===== config.mk =====
export PLATFORM = sky130hd
export DESIGN_NAME = icache_fetch_responder
export DESIGN_NICKNAME = d
export VERILOG_FILES = /design/src/rtl/icache_fetch_responder.sv
export SDC_FILE = /design/constraint.sdc
export NUM_CORES = 1
export LEC_CHECK = 0
export ABC_AREA = 1
export BUFFER_PORTS_ARGS = -buffer_cell sky130_fd_sc_hd__buf_2
export CORE_MARGIN = 4
export CORE_UTILIZATION = 35
export CTS_CLUSTER_DIAMETER = 30
export CTS_CLUSTER_SIZE = 30
export DETAILED_ROUTE_END_ITERATION = 8
export GPL_TIMING_DRIVEN = 0
export PLACE_DENSITY_LB_ADDON = 0.1
export SLEW_MARGIN = 25
export SYNTH_ARGS = -nofsm -noshare
export SYNTH_HDL_FRONTEND = slang
export SYNTH_SLANG_ARGS = --single-unit

===== constraint.sdc =====
create_clock -name clk_i -period 2.96 [get_ports clk_i]
set_input_delay 0.296 -clock clk_i [delete_from_list [all_inputs] [get_ports clk_i]]
set_output_delay 0.296 -clock clk_i [all_outputs]
set_load 0.005 [all_outputs]

===== src/rtl/icache_fetch_responder.sv =====
`default_nettype none
// +--------------------------------------------------------------------------+
// | icache_fetch_responder: single-line fetch buffer answering fetch-stage   |
// | requests; refills the line from memory on a miss.                        |
// | Optional: ICACHE_FETCH_RESP_PERF_EN adds hit/miss counters.              |
// | Revision: 1.0                                                            |
// +--------------------------------------------------------------------------+
module icache_fetch_responder #(
  parameter int LINE_BYTES = 16,
  parameter int VADDR_W    = 40
) (
  input  logic                    clk_i,
  input  logic                    rstn_i,
  input  logic                    req_valid_i,
  input  logic [VADDR_W-1:0]      req_vaddr_i,
  input  logic                    req_invalidate_icache_i,
  input  logic                    req_invalidate_buffer_i,
  input  logic                    req_inval_fetch_i,
  output logic                    resp_valid_o,
  output logic [31:0]             resp_inst_o,
  output logic [VADDR_W-1:0]      resp_vaddr_o,
  output logic                    resp_xcpt_o,
  output logic                    busy_o,
  output logic                    mem_req_valid_o,
  output logic [VADDR_W-1:0]      mem_req_addr_o,
  input  logic                    mem_req_ready_i,
  input  logic                    mem_resp_valid_i,
  input  logic [LINE_BYTES*8-1:0] mem_resp_data_i,
  input  logic                    mem_resp_error_i,
  output logic                    inval_icache_o
`ifdef ICACHE_FETCH_RESP_PERF_EN
  ,
  output logic [31:0]             perf_hit_cnt_o,
  output logic [31:0]             perf_miss_cnt_o
`endif
);

  localparam int c_off_w  = $clog2(LINE_BYTES);
  localparam int c_word_w = c_off_w - 2;
  localparam int c_tag_w  = VADDR_W - c_off_w;
  localparam int c_words  = LINE_BYTES / 4;

  typedef enum logic [1:0] {
    S_IDLE  = 2'd0,
    S_REQ   = 2'd1,
    S_WAIT  = 2'd2,
    S_DRAIN = 2'd3
  } state_t;

  state_t                  r_state, w_state_nxt;
  logic                    r_kill, w_kill_nxt;
  logic                    r_buf_valid;
  logic [c_tag_w-1:0]      r_buf_tag;
  logic [LINE_BYTES*8-1:0] r_buf_data;
  logic [c_tag_w-1:0]      r_req_tag;
  logic [c_word_w-1:0]     r_req_word;
  logic                    r_resp_valid;
  logic                    r_resp_xcpt;
  logic [31:0]             r_resp_inst;
  logic [VADDR_W-1:0]      r_resp_vaddr;
  logic                    r_inval_icache;

  logic [c_tag_w-1:0]      w_req_tag;
  logic [c_word_w-1:0]     w_req_word;
  logic                    w_buf_inval, w_hit, w_miss, w_fill, w_err;
  logic [31:0]             w_hit_inst, w_fill_inst;
  logic                    w_unused_low_bits;

  assign w_req_tag         = req_vaddr_i[VADDR_W-1:c_off_w];
  assign w_req_word        = req_vaddr_i[c_off_w-1:2];
  assign w_unused_low_bits = ^req_vaddr_i[1:0];

  // Any invalidation in the request cycle forbids a hit on the old line.
  assign w_buf_inval = req_invalidate_buffer_i | req_inval_fetch_i | req_invalidate_icache_i;
  assign w_hit  = (r_state == S_IDLE) & req_valid_i & r_buf_valid &
                  (r_buf_tag == w_req_tag) & ~w_buf_inval;
  assign w_miss = (r_state == S_IDLE) & req_valid_i & ~w_hit;
  assign w_fill = (r_state == S_WAIT) & mem_resp_valid_i & ~mem_resp_error_i & ~req_inval_fetch_i;
  assign w_err  = (r_state == S_WAIT) & mem_resp_valid_i &  mem_resp_error_i & ~req_inval_fetch_i;

  always_comb begin
    w_hit_inst  = '0;
    w_fill_inst = '0;
    for (int i = 0; i < c_words; i++) begin
      if (w_req_word == i[c_word_w-1:0]) w_hit_inst  = r_buf_data[i*32 +: 32];
      if (r_req_word == i[c_word_w-1:0]) w_fill_inst = mem_resp_data_i[i*32 +: 32];
    end
  end

  always_comb begin
    w_state_nxt = r_state;
    w_kill_nxt  = r_kill;
    case (r_state)
      S_IDLE: begin
        if (w_miss) begin
          w_state_nxt = S_REQ;
          w_kill_nxt  = 1'b0;
        end
      end
      S_REQ: begin
        if (req_inval_fetch_i) w_kill_nxt = 1'b1;
        if (mem_req_ready_i) begin
          w_state_nxt = (r_kill | req_inval_fetch_i) ? S_DRAIN : S_WAIT;
          w_kill_nxt  = 1'b0;
        end
      end
      // A kill arriving with the response simply discards it.
      S_WAIT: begin
        if (mem_resp_valid_i)       w_state_nxt = S_IDLE;
        else if (req_inval_fetch_i) w_state_nxt = S_DRAIN;
      end
      S_DRAIN: begin
        if (mem_resp_valid_i) w_state_nxt = S_IDLE;
      end
      default: w_state_nxt = S_IDLE;
    endcase
  end

  always_ff @(posedge clk_i) begin
    if (!rstn_i) begin
      r_state        <= S_IDLE;
      r_kill         <= 1'b0;
      r_buf_valid    <= 1'b0;
      r_buf_tag      <= '0;
      r_req_tag      <= '0;
      r_req_word     <= '0;
      r_resp_valid   <= 1'b0;
      r_resp_xcpt    <= 1'b0;
      r_resp_inst    <= '0;
      r_resp_vaddr   <= '0;
      r_inval_icache <= 1'b0;
    end else begin
      r_state        <= w_state_nxt;
      r_kill         <= w_kill_nxt;
      r_resp_valid   <= w_hit | w_fill | w_err;
      r_inval_icache <= req_invalidate_icache_i;
      if (w_miss) begin
        r_req_tag  <= w_req_tag;
        r_req_word <= w_req_word;
      end
      if (w_hit) begin
        r_resp_inst  <= w_hit_inst;
        r_resp_vaddr <= req_vaddr_i;
        r_resp_xcpt  <= 1'b0;
      end else if (w_fill | w_err) begin
        r_resp_inst  <= w_err ? 32'h0 : w_fill_inst;
        r_resp_vaddr <= {r_req_tag, r_req_word, 2'b00};
        r_resp_xcpt  <= w_err;
      end
      if (w_fill) r_buf_tag <= r_req_tag;
      // Invalidation wins over a same-cycle fill.
      if (w_buf_inval | w_err) r_buf_valid <= 1'b0;
      else if (w_fill)         r_buf_valid <= 1'b1;
    end
  end

  always_ff @(posedge clk_i) begin
    if (w_fill) r_buf_data <= mem_resp_data_i;
  end

`ifdef ICACHE_FETCH_RESP_PERF_EN
  logic [31:0] r_perf_hit_cnt, r_perf_miss_cnt;
  always_ff @(posedge clk_i) begin
    if (!rstn_i) begin
      r_perf_hit_cnt  <= '0;
      r_perf_miss_cnt <= '0;
    end else begin
      if (w_hit)  r_perf_hit_cnt  <= r_perf_hit_cnt + 32'd1;
      if (w_miss) r_perf_miss_cnt <= r_perf_miss_cnt + 32'd1;
    end
  end
  assign perf_hit_cnt_o  = r_perf_hit_cnt;
  assign perf_miss_cnt_o = r_perf_miss_cnt;
`endif

  assign resp_valid_o    = r_resp_valid;
  assign resp_inst_o     = r_resp_inst;
  assign resp_vaddr_o    = r_resp_vaddr;
  assign resp_xcpt_o     = r_resp_xcpt;
  assign busy_o          = (r_state != S_IDLE);
  assign mem_req_valid_o = (r_state == S_REQ);
  assign mem_req_addr_o  = (r_state == S_REQ) ? {r_req_tag, {c_off_w{1'b0}}} : '0;
  assign inval_icache_o  = r_inval_icache;

endmodule
`default_nettype wire


# [Yosys cells after proc, flatten, opt, wreduce, memory -nomap -nowiden]
# Index checks and enable logic that the tools add are counted.
[word_totals] output_inout_bits=117 in_bits=177 register_bits=281
[op_classes] eq_ne=15 mux=25 n_reduce_logical=10 bitwise=22
[ops] cell="32-bit 2-to-1 mux" n=11
[ops] cell="40-bit 2-to-1 mux" n=3
[ops] cell="36-bit == test" n=1
[ops] cell="2-bit == test, second input constant" n=6
[ops] cell="1-bit AND" n=10
[ops] cell="2-bit 2-to-1 mux" n=5
[ops] cell="2-bit one-hot mux with 4 select lines" n=1
[ops] cell="1-bit OR" n=7
[ops] cell="2-bit by 1-bit == test with 1-bit output, second input constant" n=3
[ops] cell="2-bit logical NOT" n=3
[ops] cell="2-bit nonzero test" n=3
[ops] cell="1-bit inverter" n=5
[ops] cell="1-bit 2-to-1 mux" n=4
[ops] cell="2-bit inequality test, second input constant" n=2
[ops] cell="4-bit AND reduction" n=1
[ops] cell="2-bit OR reduction" n=2
[ops] cell="3-bit by 2-bit inequality test with 1-bit output, second input constant" n=1
[ops] cell="3-bit inequality test, second input constant" n=1
[ops] cell="3-bit AND reduction" n=1
[ops] cell="2-bit by 1-bit inequality test with 1-bit output, second input constant" n=1
[ops] cell="1-bit one-hot mux with 2 select lines" n=1

# [Depth between registers and ports, before layout]
# Gate-level depths: netlist of the first run.
[depth] depth_word=9 ltp_mapped=15 depth_no_buf=14

# [Worst setup path after synthesis of the first run]
# Ideal clock, no wire load.
[synth_path] kind="register -> register" startpoint="reg r_state[1]" endpoint="reg r_resp_inst[26], in the netlist resp_inst_o[26]" arrival_ps=2985 path_stages_with_launch=10 setup_slack_ps=-90 n_path_buf=1 path_cell_list="dfxtp_1 nand3_1 nor2_4 nand2_2 inv_2 buf_2 o211ai_1 o21ai_0 a21oi_1 nor2_1"
[synth_via] word_cells_on_any_way=16
[synth_rtl] element="start: declaration" line="50" text="state_t r_state, w_state_nxt;"
[synth_rtl] element="start signal: assignment" line="133" text="r_state <= w_state_nxt;"
[synth_rtl] element="2-bit == test" line="78" text="assign w_fill = (r_state == S_WAIT) & mem_resp_valid_i & ~mem_resp_error_i & ~req_inval_fetch_i;"
[synth_rtl] element="1-bit AND (3 in series)" line="78"
[synth_rtl] element="net w_fill" line="65" text="logic w_buf_inval, w_hit, w_miss, w_fill, w_err;"
[synth_rtl] element="1-bit OR" line="145" text="end else if (w_fill | w_err) begin"
[synth_rtl] element="2-bit nonzero test (no source line)"
[synth_rtl] element="end signal: assignment" line="142" text="r_resp_inst <= w_hit_inst;"
[synth_rtl] element="end signal: assignment" line="146" text="r_resp_inst <= w_err ? 32'h0 : w_fill_inst;"
[synth_rtl] element="end: declaration" line="59" text="logic [31:0] r_resp_inst;"
# The timed path passes the listed nets, and every way through them passes these cells. The select of a mux whose other input is x is not followed.
# A chain may end at the register's enable or synchronous reset.

# [Worst setup path after layout of the first run]
[layout_path] startpoint="reg r_state[1]" endpoint="out mem_req_addr_o[28]"
[layout_via] elab_chain_len=2
[layout_rtl] element="2-bit by 1-bit == test with 1-bit output" line="182" text="assign mem_req_addr_o = (r_state == S_REQ) ? {r_req_tag, {c_off_w{1'b0}}} : '0;"
[layout_rtl] element="40-bit 2-to-1 mux" line="182"
[layout_rtl] element="end: declaration" line="25" text="output logic [VADDR_W-1:0] mem_req_addr_o,"
# Every way passes these cells.

==> results of run 1 <==
==> cell families (layout without fill, tap and decap cells) <==
group,Yosys count,in the layout
buffers and inverters,232,791
xor gates and xnor gates,7,7
DFF,281,281
and+or+nand+nor,555,555
other,1,9
AOI/OAI and AO/OA,369,369
==> through the flow <==
step / hold slack, ns / worst slack [ns] / TNS (ns) / instances / util, %
final: 0.0580 / 0.369 / 0 / 2467 / 52.3
after global routing: 0.0544 / 0.151 / 0 / 2467 / 52.3
after CTS: 0.0362 / 0.0291 / 0 / 2462 / 52.2
after detailed placement: 0.450 / 0.214 / 0 / 2192 / 41.5
after global placement: 0.442 / -0.448 / -24.50 / 2191 / 41.4
after floorplan: 0.389 / 0.610 / 0 / 1448 / -
==> layer usage <==
metal / GRT usage [%] / wire length, um / vias to the layer above
met5: 0 / 13 / -
met4: 8.74 / 1570 / 2
met3: 5.97 / 3810 / 112
met2: 38.8 / 21700 / 528
met1: 35.3 / 22100 / 5887
li1: - / - / 5935
==> worst register-to-register path, cell delays in order, from the launching register on <==
cell and delay (ns):
dfxtp_1 0.40, nand3_1 0.17, nor2_4 0.32, nand2_2 0.23, inv_2 0.22, buf_8 0.37
buf_16 0.29, o211ai_1 0.17, o21ai_0 0.18, a21oi_1 0.07, nor2_1 0.09
==> worst paths after layout <==
path,start,end,slack [ns],depth (start not counted)
hold / removal,req_vaddr_i[30],r_req_tag[26],0.06,3
hold reg to reg,resp_vaddr_o[28],resp_vaddr_o[28],0.45,2
setup / recovery,r_state[1],mem_req_addr_o[28],0.37,5
setup reg to reg,r_state[1],resp_inst_o[26],0.37,10
==> what timing repair did <==
action,4_1_cts,5_1_grt
setup endpoints to repair,0,12
resized for setup,0,2
endpoints found under the hold margin,131,0
hold buffers,131,0
==> power groups by stage <==
stage	logic, mW	registers (mW)	clock network (mW)
floorplan	1.11	4.43	0
global placement	1.97	4.45	0
detailed placement	1.98	4.45	0
CTS	2.13	4.39	7.63
global route	2.36	4.41	7.87
finish	2.14	4.39	7.54
==> cell usage in the layout (no fill, tap or decap), types with 3 or more instances in the layout <==
master,n
xor2_1,3
a21oi_1,140
o211ai_1,31
buf_6,6
o21ai_1,41
nand4_1,9
nor2_2,3
o221ai_1,5
clkbuf_1,74
clkbuf_8,6
clkinv_1,14
buf_4,5
conb_1,4
nand3_1,95
inv_2,4
clkinvlp_4,3
dlygate4sd3_1,131
clkinv_8,3
nor2_1,75
inv_1,133
xnor2_1,4
diode_2,5
dfxtp_1,153
nand2_1,359
nand2_2,3
nor3_1,6
bufinv_16,3
o21ai_0,103
o22ai_2,10
edfxtp_1,128
o22ai_1,35
clkinv_2,16
clkbuf_16,77
buf_2,307
==> layout make-up <==
class | instances | area [sq um]
sequential | 281 | 6910
clock inverter | 42 | 348
timing repair buffer | 421 | 2810
buffer | 93 | 449
clock buffer | 97 | 2040
tap | 455 | 569
antenna | 5 | 12.5
multi-input combinational | 935 | 4430
inverter | 138 | 518
fill | 3396 | 16500
==> flip-flops by register name, indices dropped and copies added (netlist names) <==
register,cells
resp_vaddr_o,40
r_req_word,2
resp_xcpt_o,1
resp_valid_o,1
resp_inst_o,32
r_buf_data,128
r_kill,1
r_req_tag,36
r_buf_valid,1
r_buf_tag,36
inval_icache_o,1
r_state,2
==> out/results.md, run 1 <==
| Stage | Item | Reported |
| --- | --- | --- |
| sta | Unrepaired setup endpoints after global routing | false |
| power | Standby leakage power | 7.70 nW |
| sta | Setup violations, final | 0 |
| setup path | Worst Path Max Fanout | 11 |
| placed design | # port buffers | 288 |
| placed design | Detailed placement HPWL | 34200 um |
| synth | Xor and xnor fraction of the mapped netlist area | 0.499% |
| synth | Fraction of registers with async set/reset | 0% |
| synth | Dominant combinational cell family by area after synthesis | simple AND/OR/NAND/NOR gates |
| die | Num rows | 68 |
| detailed routing | Via Count | 12.5k |
| synth | Synthesized-area fraction occupied by and/or/nand/nor cells | 18.6% |
| detailed routing | Remaining antenna violation count | 0 |
| synth | #FFs+latches synth | 281 |
| setup path | Critical path's slowest cell | buf_1 |
| setup path | Top cell family by delay on the critical path | buffers and inverters |
| setup path | Buf+Inv Stages, Crit Path | 3 |
| sta | Slew Limit Headroom | 39.2% |
| synth | Post-Syn Instances | 1445 |
| global routing | Number of global-route vias before repair | 12.8k |
| synth | Arithmetic-cell share of the synthesized area counting full adders, half adders and majority gates | 0% |
| detailed routing | Wire length per cell after detailed routing | 20.0 um |
| run | Number of max-cap violations | 0 |
| synth | Complex-gate fraction of the synthesized area | 16.9% |
| sta | Top achievable clock speed | 386 MHz |
| synth | Fraction of synthesized cell area taken by the top area cell type | 31.3% |
| setup path | Cell repeated most along the worst path | nor2_1 |
| clock tree | Master cell of the clock root buffer | clkbuf_16 |
| sta | Number of endpoints with negative hold slack in the final report | 0 |
| sta | Final max-slew violation count | 0 |
| power | Internal Power | 10.1 mW |
| synth | Cell type with the highest aggregate area in the netlist | edfxtp_1 |
| power | Share of power burned in the clock network | 53.6% |
| die | Die boundary height | 195 um |
| power | Sw Ratio | 28.2% |
| die | Die area | 38200 sq um |
| clock tree | CTS Buf Count | 76 |
| setup path | Crit path required time | 2.66 ns |
| sta | Worst Tran Pin Value | 0.911 ns |
| power | Total power per unit cell area | 778 nW/um^2 |
| die | Starting Density | 35.6% |
| power | Gate power share | 15.2% |
| detailed routing | Mean number of vias per cell | 5.05 |
| sta | Max Clock Skew | 0.0121 ns |
| setup path | Highest cell delay on the worst timing path | 0.51 ns |
| clock tree | Worst skew pair latency | 0.57 ns |
| power | VDD IR-drop max | 0.000457 V |
| cells and area | Net count, final | 2123 |
| global routing | Number of antenna violations at the first check in global routing | 6 |
| clock tree | Number of setup buffers added after CTS | 0 |
| global routing | First-pass GRT wire length | 74700 um |
| clock tree | Clock tree from TritonCTS | done |
| detailed routing | Final routed DRC violation total | 0 |
| synth | Main flop type after synthesis | dfxtp_1 |
| die | Std-Cell Core Area | 34500 sq um |
| global routing | Total overflow reported by the global router | 0 |
| power | Total chip power | 14.1 mW |
| synth | Proportion of synthesized chip area in sequential cells | 56.2% |
| cells and area | Synthesis-to-layout area growth | 47.2% |
| synth | EDFF count, synth | 128 |
| synth | Largest cells by area after synthesis | edfxtp_1 31%, dfxtp_1 25%, nand2_1 11%, a21oi_1 5.7%, o21ai_0 4.2% |
| synth | Ranking of synthesized cells by instance count | 359 x nand2_1, 153 x dfxtp_1, 140 x a21oi_1 |
| clock tree | Max H-tree Level | 3 |
| min path | Type of the most critical hold path | in2reg |
| detailed routing | Total iterations of the first detailed-routing run | 6 |
| synth | Summed instance area of the synthesized netlist | 12300 sq um |
| setup path | Data arrival at the endpoint of the critical path | 2.29 ns |
| sta | Crit path time final | 2.59 ns |
| power | Sequential fraction of design power | 31.2% |
| power | Switching power | 3.97 mW |
| placed design | Post-place instance area | 14300 sq um |
| placed design | Final estimated routing congestion in global placement | 0.875 |
| setup path | Cell-by-cell listing of the critical path | nor2_1, inv_1, buf_1, nor2_1, buf_2 |
| setup path | Startpoint Class | flip-flop |
| detailed routing | Number of DRC markers in iteration 0 | 912 |
| cells and area | Share of cells above drive strength 1 | 22.8% |
| cells and area | Final instance area | 18100 sq um |
| synth | Post-synth cell types | 33 |
| global routing | Aggregate global-route resource usage | 25.3% |
| synth | Count leader, synth | nand2_1 |
| sta | Final Cycle Share | 87.5% |
| clock tree | Total number of clock tree sinks | 281 |
| clock tree | Post-CTS clock slew at the launch and capture registers of the worst setup and hold paths | 0.04 ns |
| outcome | Outcome | completed |
| setup path | CP Capture Type | output pin |
| synth | Number of warnings issued by yosys | 0 |
| setup path | Type of the setup path with the least slack | reg2out |
| synth | Share of cell area taken by muxes after synthesis | 0% |
| clock tree | Buffer levels on the longest clock path | 3 |
| global routing | Largest net degree at the start of global routing | 90 |
| detailed routing | Wire length reported by the detailed router | 49200 um |
| die | Num ports | 294 |
| die | Horiz. Die Dim | 195 um |
| synth | Average size of a mapped cell | 8.50 sq um |
Note: power is estimated with default switching activity, not from simulation.
==> inputs of run 2 (changes only) <==
RECOVER_POWER = 25   (was default)
clock period = 2.89 ns   (was 2.96 ns; I/O delays follow)
==> run 2 against run 1 <==
  * Sequential power up 2%
  * Hold slack worse by 0.0034 ns
  * Combinational power about the same
  * Sequential cell count unchanged
  * Utilization down 0.41 points
  * Count of clock-buffer cells in the layout unchanged
  * First-iteration DRC count up 5.5%
  * Final area down 0.78%
  * Critical endpoint is now mem_req_addr_o[30]
  * Largest power group unchanged
==> out/results.md, run 2 (synthesized netlist as in run 1, its figures left out) <==
| Stage | Item | Reported | vs previous |
| --- | --- | --- | --- |
| outcome | Outcome | completed |  |
| detailed routing | Number of DRC markers in iteration 0 | 962 | +5.5% |
| global routing | Number of antenna violations at the first check in global routing | 5 | -1 |
| clock tree | CTS Buf Count | 76 | unchanged |
| global routing | Aggregate global-route resource usage | 25.3% | about the same |
| setup path | Cell-by-cell listing of the critical path | nor2_1, inv_1, clkbuf_1, nor2_1, buf_2 |  |
| die | Horiz. Die Dim | 195 um | unchanged |
| detailed routing | Wire length per cell after detailed routing | 20.0 um | about the same |
| cells and area | Fillers | 3469 | +2.1% |
| setup path | Highest cell delay on the worst timing path | 0.54 ns | +0.03 ns |
| sta | Crit path time final | 2.72 ns |  |
| power | Sequential fraction of design power | 31.2% | about the same |
| cells and area | Reg with most FFs | r_buf_data |  |
| power | Total power per unit cell area | 802 nW/um^2 | +3.1% |
| die | Num rows | 68 | unchanged |
| min path | Type of the most critical hold path | in2reg |  |
| detailed routing | Total iterations of the first detailed-routing run | 6 | unchanged |
| cells and area | Share of cells above drive strength 1 | 17.1% | -5.7 points |
| sta | Slew Limit Headroom | 44.1% | +4.8 points |
| setup path | Type of the setup path with the least slack | reg2out |  |
| sta | Final Cycle Share | 94.3% |  |
| die | Die area | 38200 sq um | unchanged |
| cells and area | Final instance area | 17900 sq um | -0.78% |
| power | Total chip power | 14.4 mW | +2.3% |
| global routing | Largest net degree at the start of global routing | 90 | unchanged |
| detailed routing | Via Count | 12.5k | +0.10% |
| cells and area | Synthesis-to-layout area growth | 46.0% |  |
| placed design | Final estimated routing congestion in global placement | 0.875 | unchanged |
| setup path | CP Capture Type | output pin |  |
| detailed routing | Remaining antenna violation count | 0 | unchanged |
| power | Standby leakage power | 7.38 nW | -4.1% |
| global routing | First-pass GRT wire length | 74700 um | about the same |
| clock tree | Number of setup buffers added after CTS | 0 | unchanged |
| min path | Capture endpoint of the worst hold path | r_req_tag[26] |  |
| detailed routing | Mean number of vias per cell | 5.06 | about the same |
| cells and area | Number of flip-flops under the largest register name | 128 | unchanged |
| clock tree | Clock tree from TritonCTS | done |  |
| setup path | Worst Path Max Fanout | 11 | unchanged |
| cells and area | Commonest cells after routing, fill and taps aside | 359 x nand2_1, 192 x buf_2, 187 x clkbuf_1 |  |
| power | Internal Power | 10.3 mW | +2.2% |
| cells and area | Total area of multi-input combinational cells | 4430 sq um | unchanged |
| sta | Number of endpoints with negative hold slack in the final report | 0 | unchanged |
| setup path | Cell repeated most along the worst path | nor2_1 |  |
| setup path | Destination of the worst register-to-register timing path | resp_inst_o[28] |  |
| clock tree | Buffer levels on the longest clock path | 3 | unchanged |
| cells and area | Sequential cell area | 6910 sq um | unchanged |
| power | Share of power burned in the clock network | 53.7% | about the same |
| die | Starting Density | 35.6% | unchanged |
| clock tree | Post-CTS Resized | 0 | unchanged |
| setup path | Buf+Inv Stages, Crit Path | 3 | unchanged |
| power | Gate power share | 15.1% | about the same |
| min path | Number of cells on the worst hold path | 3 | unchanged |
| setup path | Worst reg2reg setup slack | 0.27 ns | -0.10 ns |
| global routing | Number of global-route vias before repair | 12.8k | -0.016% |
| detailed routing | Final routed DRC violation total | 0 | unchanged |
| power | Sw Ratio | 28.3% | +0.052 points |
| global routing | Total overflow reported by the global router | 0 | unchanged |
| placed design | Detailed placement HPWL | 34200 um | unchanged |
| die | Num ports | 294 | unchanged |
| placed design | Post-place instance area | 14300 sq um | unchanged |
| sta | Worst Tran Pin Value | 0.839 ns | -0.0722 ns |
| sta | Unrepaired setup endpoints after global routing | false |  |
| setup path | Data arrival at the endpoint of the critical path | 2.44 ns | +0.15 ns |
| cells and area | Most common cell after layout, fill and taps aside | nand2_1 |  |
| setup path | Startpoint Class | flip-flop |  |
| clock tree | Master cell of the clock root buffer | clkbuf_16 |  |
| clock tree | Post-CTS clock slew at the launch and capture registers of the worst setup and hold paths | 0.04 ns | about the same |
| detailed routing | Wire length reported by the detailed router | 49300 um | about the same |
| sta | Final max-slew violation count | 0 | unchanged |
| setup path | Critical path's slowest cell | clkbuf_1 |  |
| min path | HP Start | req_vaddr_i[30] |  |
| sta | Top achievable clock speed | 367 MHz |  |
| clock tree | Worst skew pair latency | 0.56 ns | about the same |
| setup path | Worst r2r src | r_state[1] |  |
| setup path | Top cell family by delay on the critical path | buffers and inverters |  |
| power | Switching power | 4.07 mW | +2.5% |
| setup path | Crit path required time | 2.60 ns | -0.06 ns |
| die | Std-Cell Core Area | 34500 sq um | unchanged |
| setup path | Register-to-Register Path Depth | 10 | unchanged |
| run | Number of max-cap violations | 0 | unchanged |
| sta | Setup violations, final | 0 | unchanged |
| clock tree | Total number of clock tree sinks | 281 | unchanged |
| placed design | # port buffers | 288 | unchanged |
| die | Die boundary height | 195 um | unchanged |
| cells and area | Net count, final | 2123 | unchanged |
| sta | Worst-case hold slack | 0.0546 ns | -0.00344 ns |
| power | VDD IR-drop max | 0.000468 V | +2.3% |
| clock tree | Max H-tree Level | 3 | unchanged |
| sta | Max Clock Skew | 0.0107 ns | -0.00135 ns |
run 2: tightest hold or removal path: stages:
cell and delay, ns:
buf_2 0.10, o21ai_0 0.08, a21oi_1 0.11
run 2: layout make-up:
cell class | instances | share of cell area [%]
sequential | 281 | 38.5
timing repair buffer | 421 | 14.9
inverter | 138 | 2.89
tap | 455 | 3.17
antenna | 6 | 0.0837
buffer | 93 | 2.50
clock inverter | 42 | 1.94
multi-input combinational | 935 | 24.7
clock buffer | 97 | 11.4
run 2: how the worst max path moves through the flow:
| stage | slack [ns] | startpoint | depth (start not counted) | to |
|---|---|---|---|---|
| 2_1_floorplan | 0.54 | r_state[1] | 9 | resp_inst_o[26] |
| 3_3_place_gp | -0.52 | r_state[1] | 9 | resp_inst_o[28] |
| 3_5_place_dp | 0.14 | r_state[1] | 10 | resp_inst_o[28] |
| 4_1_cts | 0.12 | r_state[1] | 10 | resp_inst_o[28] |
| 5_1_grt | 0.07 | r_state[1] | 10 | resp_inst_o[28] |
| 6_report | 0.17 | r_state[1] | 5 | mem_req_addr_o[30] |
run 2: timing repair:
| action | CTS | global route |
|---|---|---|
| hold buffers | 131 | 0 |
| gates cloned | 0 | 1 |
| setup endpoints to repair | 2 | 3 |
| hold endpoints to repair | 131 | 0 |
run 2: power groups by stage:
stage,registers [mW],clock network [mW],logic [mW]
final,4.49,7.72,2.17
after detailed placement,4.56,0,2.03
after CTS,4.49,7.82,2.18
after global placement,4.55,0,2.01
after floorplan,4.54,0,1.13
after global routing,4.51,8.06,2.40
run 2: routing by layer:
metal / up-vias / global-route usage (%) / part of all wire, %
met5: - / 0 / 0
met4: 0 / 8.71 / 3.1
met3: 106 / 5.88 / 7.9
met2: 538 / 38.8 / 44
met1: 5899 / 35.3 / 45
li1: 5934 / - / -
run 2: per-stage QoR:
| step | setup TNS, ns | utilization (%) | cells | setup slack [ns] |
|---|---|---|---|---|
| CTS | 0 | 52.2 | 2461 | 0.118 |
| global route | 0 | 51.9 | 2467 | 0.0707 |
| detailed placement | 0 | 41.5 | 2192 | 0.144 |
| finish | 0 | 51.9 | 2468 | 0.166 |
| floorplan | 0 | - | 1448 | 0.540 |
| global placement | -34.09 | 41.4 | 2191 | -0.518 |
==> inputs of run 3 (changes only) <==
==> constraint.sdc (replaced) <==
create_clock -name clk_i -period 2.89 [get_ports clk_i]
set_input_delay 0.289 -clock clk_i [delete_from_list [all_inputs] [get_ports clk_i]]
set_output_delay 0.289 -clock clk_i [all_outputs]
set_load 0.1 [all_outputs]
==> run 3 against run 2 <==
  * Total power grew 10%
  * Fmax down 1.8%
  * Sequential power hardly changed
  * Utilization is 0.56 points higher
  * Final cell count is essentially flat
  * Combinational power up 41%
  * Routed wire length hardly changed
  * First-iteration DRC count shrank 5.3%
  * Highest routed layer is now met5
==> out/results.md, run 3 (synthesized netlist as in run 1, its figures left out) <==
| Stage | Item | Reported | vs previous |
| --- | --- | --- | --- |
| outcome | Outcome | completed |  |
| clock tree | Max H-tree Level | 3 | unchanged |
| die | Std-Cell Core Area | 34500 sq um | unchanged |
| sta | Final Cycle Share | 96.0% | +1.7 points |
| setup path | Worst setup startpoint | r_state[0] |  |
| setup path | Type of the setup path with the least slack | reg2out |  |
| global routing | First-pass GRT wire length | 74000 um | -0.93% |
| setup path | Critical path's slowest cell | buf_2 |  |
| setup path | Highest cell delay on the worst timing path | 0.46 ns | -0.08 ns |
| cells and area | Most common cell after layout, fill and taps aside | nand2_1 |  |
| sta | Worst Tran Pin Value | 1.17 ns | +0.326 ns |
| detailed routing | Via Count | 12.4k | -0.34% |
| detailed routing | Number of DRC markers in iteration 0 | 911 | -5.3% |
| cells and area | Number of flip-flops under the largest register name | 128 | unchanged |
| die | Num ports | 294 | unchanged |
| run | Number of max-cap violations | 0 | unchanged |
| cells and area | Synthesis-to-layout area growth | 47.6% |  |
| clock tree | Master cell of the clock root buffer | clkbuf_16 |  |
| clock tree | Clock tree from TritonCTS | done |  |
| placed design | # port buffers | 288 | unchanged |
| clock tree | Total number of clock tree sinks | 281 | unchanged |
| detailed routing | Final routed DRC violation total | 0 | unchanged |
| sta | Final max-slew violation count | 0 | unchanged |
| sta | Unrepaired setup endpoints after global routing | false |  |
| clock tree | Worst skew pair latency | 0.57 ns | about the same |
| die | Horiz. Die Dim | 195 um | unchanged |
| detailed routing | Wire length reported by the detailed router | 49200 um | about the same |
| cells and area | Commonest cells after routing, fill and taps aside | 359 x nand2_1, 190 x clkbuf_1, 188 x buf_2 |  |
| cells and area | Fillers | 3350 | -3.4% |
| sta | Slew Limit Headroom | 22.6% | -21 points |
| placed design | Detailed placement HPWL | 34200 um | unchanged |
| setup path | Worst reg2reg setup slack | 0.32 ns | +0.05 ns |
| cells and area | Net count, final | 2124 | +0.047% |
| die | Die area | 38200 sq um | unchanged |
| global routing | Total overflow reported by the global router | 0 | unchanged |
| min path | Type of the most critical hold path | in2reg |  |
| cells and area | Share of cells above drive strength 1 | 17.5% | +0.35 points |
| setup path | Crit path required time | 2.60 ns | about the same |
| setup path | CP Capture Type | output pin |  |
| sta | TNS Setup | 0 ns | unchanged |
| sta | Setup violations, final | 0 | unchanged |
| power | VDD IR-drop max | 0.000529 V | +13% |
| setup path | Cell-by-cell listing of the critical path | inv_2, nor2_2, inv_1, buf_1, nor2_1, buf_2 |  |
| sta | Top achievable clock speed | 361 MHz | -1.8% |
| placed design | Final estimated routing congestion in global placement | 0.891 | +1.9% |
| global routing | Largest net degree at the start of global routing | 74 | -18% |
| setup path | Termination of the worst setup path | mem_req_addr_o[11] |  |
| cells and area | Final Util | 52.5% | +0.56 points |
| clock tree | CTS Buf Count | 77 | +1.3% |
| global routing | Number of global-route vias before repair | 12.3k | -3.8% |
| clock tree | Buffer levels on the longest clock path | 3 | unchanged |
| power | Total power per unit cell area | 876 nW/um^2 | +9.2% |
| global routing | Aggregate global-route resource usage | 25.0% | -0.27 points |
| die | Num rows | 68 | unchanged |
| setup path | Worst Path Max Fanout | 11 | unchanged |
| sta | Max Clock Skew | 0.0235 ns | +0.0128 ns |
| die | Starting Density | 35.6% | unchanged |
| sta | Crit path time final | 2.77 ns | +0.0494 ns |
| setup path | Destination of the worst register-to-register timing path | resp_inst_o[26] |  |
| detailed routing | Total iterations of the first detailed-routing run | 5 | -1 |
| setup path | Startpoint Class | flip-flop |  |
| power | Standby leakage power | 7.48 nW | +1.3% |
| detailed routing | Mean number of vias per cell | 5.04 | -0.30% |
| detailed routing | Wire length per cell after detailed routing | 20.0 um | about the same |
| detailed routing | Remaining antenna violation count | 0 | unchanged |
| sta | Number of endpoints with negative hold slack in the final report | 0 | unchanged |
| clock tree | Post-CTS clock slew at the launch and capture registers of the worst setup and hold paths | 0.04 ns | about the same |
| cells and area | Reg with most FFs | r_buf_data |  |
| setup path | Register-to-Register Path Depth | 10 | unchanged |
| die | Die boundary height | 195 um | unchanged |
| setup path | Worst r2r src | r_state[1] |  |
| global routing | Number of antenna violations at the first check in global routing | 6 | +1 |
| setup path | Data arrival at the endpoint of the critical path | 2.48 ns | +0.04 ns |
==> run 3: cell types whose count changed in the layout (fill, tap and decap cells not counted), sizes merged, moves of 2 or more <==
| cell | delta |
|---|---|
| clkinvlp | -2 |
| clkinv | -10 |
| inv | -2 |
| buf | -5 |
| clkbuf | +15 |
| bufinv | +4 |
==> run 3: layout make-up <==
class	instances	area, sq um	share of cell area (%)
timing repair buffer	421	2670	14.7
buffer	93	462	2.55
tap	455	569	3.14
sequential	281	6910	38.1
antenna	5	12.5	0.0690
clock inverter	32	362	1.99
clock buffer	107	2200	12.2
multi-input combinational	935	4430	24.4
inverter	138	518	2.86
==> run 3: what timing repair did <==
action,CTS,global route
cloned,0,1
resized for setup,0,5
endpoints found under the hold margin,131,0
buffers inserted,0,0
hold buffers,131,0
endpoints found under the setup margin,20,13
==> run 3: power breakdown <==
part | internal, mW | switching, mW
Sequential | 4.39 | 0.103
Clock | 5.88 | 2.46
Combinational | 0.712 | 2.35
Total | 11.0 | 4.91
==> run 3: worst min-delay path by stage <==
stage | start | endpoint | slack (ns) | cells past startpoint
after global placement | r_buf_valid | r_buf_valid | 0.44 | 2
after CTS | req_invalidate_buffer_i | r_buf_valid | 0.03 | 4
after detailed placement | r_buf_valid | r_buf_valid | 0.45 | 2
final | req_invalidate_buffer_i | r_buf_valid | 0.05 | 4
after floorplan | req_invalidate_icache_i | inval_icache_o | 0.38 | 2
after global routing | req_vaddr_i[34] | r_req_tag[30] | 0.06 | 3
==> run 3: critical path, delay by kind of cell, from the launching register on <==
kind          cells  cell delay [ns]
buf+inv           4             1.18
simple gates      2             0.39
flops             1             0.36
==> run 3: routing by layer <==
metal	GRT usage [%]	up-vias	wire length [um]
li1	-	5943	-
met1	36.0	5891	22500
met2	38.0	536	21800
met3	5.90	63	4150
met4	6.78	2	806
met5	0	-	12
==> run 3: per-stage QoR <==
stage	worst slack, ns	hold slack [ns]	area (sq um)	instances	power (mW)
after CTS	0.0322	0.0313	18200	2461	15.9
after floorplan	-0.443	0.382	12300	1448	6.54
after detailed placement	0.0745	0.450	14300	2192	7.46
after global placement	-0.559	0.443	14300	2191	7.44
final	0.116	0.0548	18100	2467	15.9
after global routing	0.0193	0.0637	18100	2467	16.4
